[src/rtl/break_value_collector.sv]
// Break-value collector for WalkSAT flip selection: gathers per-slot break counts
// for one unsatisfied clause and holds them for the heuristic selector until acknowledged.
module break_value_collector #(
  parameter int          NSAT                          = 3,
  parameter int          MAX_CLAUSES_PER_VARIABLE      = 20,
  parameter int          MAX_CLAUSES_PER_VARIABLE_BITS = 5,
  parameter logic [31:0] LFSR_SEED                     = 32'hACE12468
) (
  input  logic                                          clk_i,
  input  logic                                          rst_n_i,
  input  logic                                          start_i,
  input  logic [NSAT-1:0]                               vars_valid_i,
  input  logic                                          occ_valid_i,
  output logic                                          occ_ready_o,
  input  logic [((NSAT > 1) ? $clog2(NSAT) : 1)-1:0]    occ_slot_i,
  input  logic                                          occ_critical_i,
  input  logic                                          occ_last_i,
  output logic [NSAT*MAX_CLAUSES_PER_VARIABLE_BITS-1:0] break_values_o,
  output logic [NSAT-1:0]                               break_values_valid_o,
  output logic [31:0]                                   random_o,
  output logic                                          enable_o,
  input  logic                                          sel_ack_i,
  output logic                                          busy_o,
  output logic                                          protocol_err_o
);

  localparam int MC      = MAX_CLAUSES_PER_VARIABLE;
  localparam int MCB     = MAX_CLAUSES_PER_VARIABLE_BITS;
  localparam int SW      = (NSAT > 1) ? $clog2(NSAT) : 1;
  localparam int CW      = $clog2(MC + 1);
  localparam int SAT_INT = (MC < (1 << MCB) - 1) ? MC : (1 << MCB) - 1;
  localparam logic [MCB-1:0] SAT_V   = SAT_INT[MCB-1:0];
  localparam logic [CW-1:0]  MC_LAST = CW'(MC - 1);
  localparam logic [31:0]    LFSR_TOGGLE = 32'h80200003;

  typedef enum logic [1:0] {IDLE, COLLECT, DONE} state_t;

  state_t            state_q, state_d;
  logic [NSAT-1:0]   pending_q, pending_d;
  logic [NSAT-1:0]   valid_q;
  logic [MCB-1:0]    count_q   [NSAT];
  logic [CW-1:0]     occ_cnt_q [NSAT];
  logic [31:0]       lfsr_q, lfsr_next;
  logic [31:0]       random_q;
  logic              err_q;
  logic [NSAT-1:0]   slot_hit;
  logic              rec_accept, rec_good, start_go;

  assign start_go   = (state_q == IDLE) && start_i;
  assign rec_accept = (state_q == COLLECT) && occ_valid_i;
  assign rec_good   = |(slot_hit & pending_q);
  assign lfsr_next  = {1'b0, lfsr_q[31:1]} ^ (lfsr_q[0] ? LFSR_TOGGLE : 32'h0);

  // Out-of-range slot numbers decode to no hit, so they fall into the error path.
  always_comb begin
    slot_hit = '0;
    for (int k = 0; k < NSAT; k++)
      if (occ_slot_i == SW'(k)) slot_hit[k] = 1'b1;
  end

  // NOTE: every always_comb output gets a default first so no path infers a latch.
  always_comb begin
    pending_d = pending_q;
    if (start_go) begin
      pending_d = vars_valid_i;
    end else if (rec_accept && rec_good) begin
      for (int k = 0; k < NSAT; k++)
        if (slot_hit[k] && (occ_last_i || occ_cnt_q[k] == MC_LAST)) pending_d[k] = 1'b0;
    end
  end

  always_comb begin
    state_d = state_q;
    unique case (state_q)
      IDLE:    if (start_i) state_d = (|vars_valid_i) ? COLLECT : DONE;
      COLLECT: if (pending_d == '0) state_d = DONE;
      DONE:    if (sel_ack_i) state_d = IDLE;
      default: state_d = IDLE;
    endcase
  end

  // NOTE: sequential state uses non-blocking assignments only, so every register
  // sees the pre-edge values of the others regardless of statement order.
  always_ff @(posedge clk_i or negedge rst_n_i) begin
    if (!rst_n_i) begin
      state_q   <= IDLE;
      lfsr_q    <= LFSR_SEED;
      random_q  <= '0;
      valid_q   <= '0;
      pending_q <= '0;
      err_q     <= 1'b0;
      for (int k = 0; k < NSAT; k++) begin
        count_q[k]   <= '0;
        occ_cnt_q[k] <= '0;
      end
    end else begin
      state_q   <= state_d;
      lfsr_q    <= lfsr_next;
      pending_q <= pending_d;
      if (start_go) begin
        valid_q <= vars_valid_i;
        err_q   <= 1'b0;
        for (int k = 0; k < NSAT; k++) begin
          count_q[k]   <= '0;
          occ_cnt_q[k] <= '0;
        end
      end
      if (rec_accept) begin
        if (!rec_good) begin
          err_q <= 1'b1;
        end else begin
          for (int k = 0; k < NSAT; k++) begin
            if (slot_hit[k]) begin
              if (occ_critical_i && count_q[k] != SAT_V) count_q[k] <= count_q[k] + 1'b1;
              occ_cnt_q[k] <= occ_cnt_q[k] + 1'b1;
            end
          end
        end
      end
      // Freeze the random word on entry to DONE so the selector sees a stable value.
      if (state_q != DONE && state_d == DONE) random_q <= lfsr_q;
    end
  end

  always_comb begin
    break_values_o = '0;
    for (int k = 0; k < NSAT; k++)
      break_values_o[k*MCB +: MCB] = count_q[k];
  end

  assign break_values_valid_o = valid_q;
  assign random_o             = random_q;
  assign enable_o             = (state_q == DONE);
  assign busy_o               = (state_q != IDLE);
  assign occ_ready_o          = (state_q == COLLECT);
  assign protocol_err_o       = err_q;

endmodule

[config.mk]
export PLATFORM = sky130hd
export DESIGN_NAME = break_value_collector
export DESIGN_NICKNAME = d
export VERILOG_FILES = /design/src/rtl/break_value_collector.sv
export SDC_FILE = /design/constraint.sdc
export NUM_CORES = 1
export LEC_CHECK = 0
export ABC_AREA = 0
export BUFFER_PORTS_ARGS = -buffer_cell sky130_fd_sc_hd__buf_4
export CAP_MARGIN = 20
export CORE_MARGIN = 2
export CORE_UTILIZATION = 46
export CTS_CLUSTER_SIZE = 40
export DETAILED_ROUTE_END_ITERATION = 12
export PLACE_DENSITY_LB_ADDON = 0.15
export RECOVER_POWER = 50
export SLEW_MARGIN = 10
export SYNTH_ARGS = -nofsm -noshare
export SYNTH_HDL_FRONTEND = slang
export SYNTH_SLANG_ARGS = --single-unit
[constraint.sdc]
create_clock -name clk_i -period 2.2 [get_ports clk_i]
set_input_delay 0.22 -clock clk_i [delete_from_list [all_inputs] [get_ports clk_i]]
set_output_delay 0.22 -clock clk_i [all_outputs]
set_load 0.005 [all_outputs]
==> key figures <==
Outcome
  – Status: complete, no violations

Placement
  – Post-DP HPWL: 4943 um
  – GPL Wtd Cong: 0.7885
  – Placed Instances: 481
  – Port Buffers: 65

Logic synthesis
  – Post-synth cell types: 42
  – Post-Synth Simple-Gate Area: 12.20%
  – Most used DFF post-synth: dfrtp_1
  – Gate count of the mapped netlist: 308
  – Main combinational cell family by area after synthesis: multiplexers
  – Post-Synth XOR/XNOR Area: 2.721%
  – Post-synth EDFFs: 0
  – Post-synthesis compound-gate area fraction: 4.157%
  – Ys async rst share: 100.0%
  – Mux contribution to synthesized area: 13.46%
  – Synthesized area: 4184 um2
  – Syn_area_per_cell: 13.58 um2
  – Syn nets: 329
  – Yosys Warn Count: 0
  – Number of synthesized register bits: 103
  – Adder-Cell Fraction of Synth Area: 2.691%
  – Register area share after synthesis: 61.99%

Global route
  – First-pass GRT wire length: 12450 um
  – GRT overflow: 0
  – GRT Util Overall: 15.98%
  – Largest net degree at the start of global routing: 104
  – Via count of the first global-routing pass: 2469
  – Initial antenna violation count: 0

Critical path
  – Crit start category: flop
  – Setup CP Type: flop to flop
  – Setup crit end kind: flop
  – Required time of the critical path: 2.44 ns
  – CP arrival: 2.36 ns
  – Crit Path Max Fanout: 32
  – Setup slack, reg-to-reg: 0.09 ns
  – R2r startpoint: state_q[1]
  – Capture point of the worst reg-to-reg path: random_o[28]
  – Worst R2R Path Depth: 6

Hold path
  – Worst Hold Launch: vars_valid_i[0]
  – HP Class: input port to flop
  – Worst Hold Endpoint: break_values_valid_o[0]
  – Hold depth: 3

Die
  – Initial core utilization: 47.74%
  – Die W: 99.37 um
  – Ports: 66
  – Die height: 99.37 um
  – Core area: 8763 um2
  – Core Rows: 34
  – Die ar.: 9874 um2

Clock network
  – Clock Latency Late Sink: 0.36 ns
  – CTS tree: yes
  – Clk Tree Root Cell: clkbuf_8
  – CTS clk-pin slew, worst paths: 0.10 ns
  – Maximum clock path buffer count: 2
  – H-Tree Depth: 3
  – CTS buffer count: 9
  – Clock sink total: 103

Drt
  – WL met3: 408 um
  – Iteration-0 DRC count of the detailed router: 143
  – Met2 routed WL: 3088 um
  – Via count: 2503
  – DR DRC count: 0
  – Routed vias/inst: 5.016
  – Met1 wire length: 3767 um
  – Post-DRT Antenna Nets: 0
  – Final wirelength: 7373 um
  – DR WL/cell: 14.78 um
  – Uppermost layer routed: met4
  – First drt pass iteration count: 4

Cells and area
  – Most frequent cells in the layout: dfrtp_1 (90), buf_4 (75), nand2_1 (41)
  – Most common cell after layout, fill and taps aside: dfrtp_1
  – Final std cells w/o fill: 499
  – Final core utilization: 57.74%
  – Nets: 407
  – Area delta synth->final: 20.93%
  – Layout cells sized above 1: 36.57%
  – ANT cells: 0

Run
  – Max cap viols: 0

STA
  – Fin. Hold Viols: 0
  – Setup violations, final: 0
  – Worst-Margin Slew: 1.363 ns
  – Tcrit/Tclk final: 96.09%
  – RSZ-0062 raised after global routing: yes
  – Max Clk Rate: 473.0 MHz
  – Min Tclk post-route: 2.114 ns
  – Final Max Tran Viols: 0
  – Setup Skew: 0.01168 ns
  – Max_slew headroom: 9.164%

Pwr
  – Sw Share: 30.89%
  – Switch Pwr: 0.001308 W
  – Power Dens Cells: 836.6 nW/um2
  – Clock power share: 27.3%
  – Register share of total power: 49.4%
  – Pleak: 2.604 nW
  – Pint: 0.002925 W
  – Max VDD drop: 0.3978 mV
  – Comb pwr share: 23.3%
## power by group through the flow
stage | clock network, W | registers (W) | logic, W
2_1_floorplan | 0 | 0.00211 | 0.000650
3_3_place_gp | 0 | 0.00213 | 0.000974
3_5_place_dp | 0 | 0.00213 | 0.000985
4_1_cts | 0.00119 | 0.00209 | 0.000991
5_1_grt | 0.00129 | 0.00211 | 0.00109
6_report | 0.00116 | 0.00209 | 0.000986
## cell families after synthesis
| group | Yosys count |
|---|---|
| and+or+nand+nor | 96 |
| adders and majority gates | 9 |
| DFF | 103 |
| buffers and inverters | 21 |
| AOI/OAI and AO/OA | 25 |
| xor gates and xnor gates | 13 |
| muxes | 41 |
## cells in the mapped netlist (3+ instances only)
library cell,number,area (um2)
dfrtp_1,90,2252
nand2_1,41,153.9
mux2_4,30,450.4
dfstp_2,13,341.6
xor2_1,12,105.1
nor2_1,11,41.29
nand3_1,10,50.05
ha_1,9,112.6
inv_1,9,33.78
mux2i_1,9,90.09
o21ai_0,9,45.04
nand4_1,8,50.05
clkbuf_1,7,26.28
buf_6,5,56.30
a21oi_1,3,15.01
and4_1,3,26.28
nand4b_1,3,26.28
nor2b_1,3,18.77
o211ai_1,3,22.52
o31ai_1,3,22.52
## registers in the layout, indices dropped and copies added, names as in the netlist
| name | cells |
|---|---|
| lfsr_q | 32 |
| random_o | 32 |
| break_values_o | 15 |
| occ_cnt_q | 15 |
| break_values_valid_o | 3 |
| pending_q | 3 |
| state_q | 2 |
| protocol_err_o | 1 |
## through the flow
step	setup WS, ns	instance area, um2	hold slack, ns	power (W)	setup TNS (ns)
final	0.08598	5060	0.09776	0.004233	0
after global routing	-0.008160	5060	0.09784	0.004488	-0.02376
after CTS	0.04437	5056	0.09063	0.004275	0
after detailed placement	-0.01645	4840	0.3258	0.003110	-0.2886
after global placement	0.1153	4840	0.3292	0.003100	0
after floorplan	0.09925	4184	-0.07559	0.002761	0
## layout make-up
type | count | area [um2]
clock inverters | 6 | 62.56
inverters | 9 | 33.78
repair buffers | 79 | 608.1
clock buffers | 10 | 137.6
well taps | 108 | 135.1
flip-flops and latches | 103 | 2594
multi-input cells | 184 | 1489
fillers | 728 | 3704
## what timing repair did
item                                   in CTS  in global routing
setup endpoints to repair                  31                 31
gates resized for setup                     1                  1
setup buffers                               0                  1
pin swaps                                   0                  1
endpoints found under the hold margin      90                  0
hold buffers                                1                  0
## per-layer routing
metal / global-route usage, % / up-vias
met2: 21.73 / 49
met4: 5.690 / 0
met1: 24.71 / 1221
met3: 4.216 / 10
met5: 0 / -
li1: - / 1223
## worst max path at each step
stage                        startpoint           end  slack (ns)
final                        state_q[1]  random_o[28]        0.09
after global routing      occ_cnt_q[10]  random_o[29]      -0.008
after CTS                 occ_cnt_q[10]  random_o[23]        0.04
after detailed placement  occ_cnt_q[10]  random_o[16]       -0.02
after global placement    occ_cnt_q[10]  random_o[26]        0.12
after floorplan              state_q[0]  random_o[10]         0.1
## critical path, cell delays in order, from the launching register on
cell	delay (ns)
dfrtp_1	0.43
or3b_1	0.47
and2_4	0.20
a32oi_2	0.23
nand3_4	0.11
buf_12	0.21
mux2_4	0.32
Power figures use the tool's default switching activity.
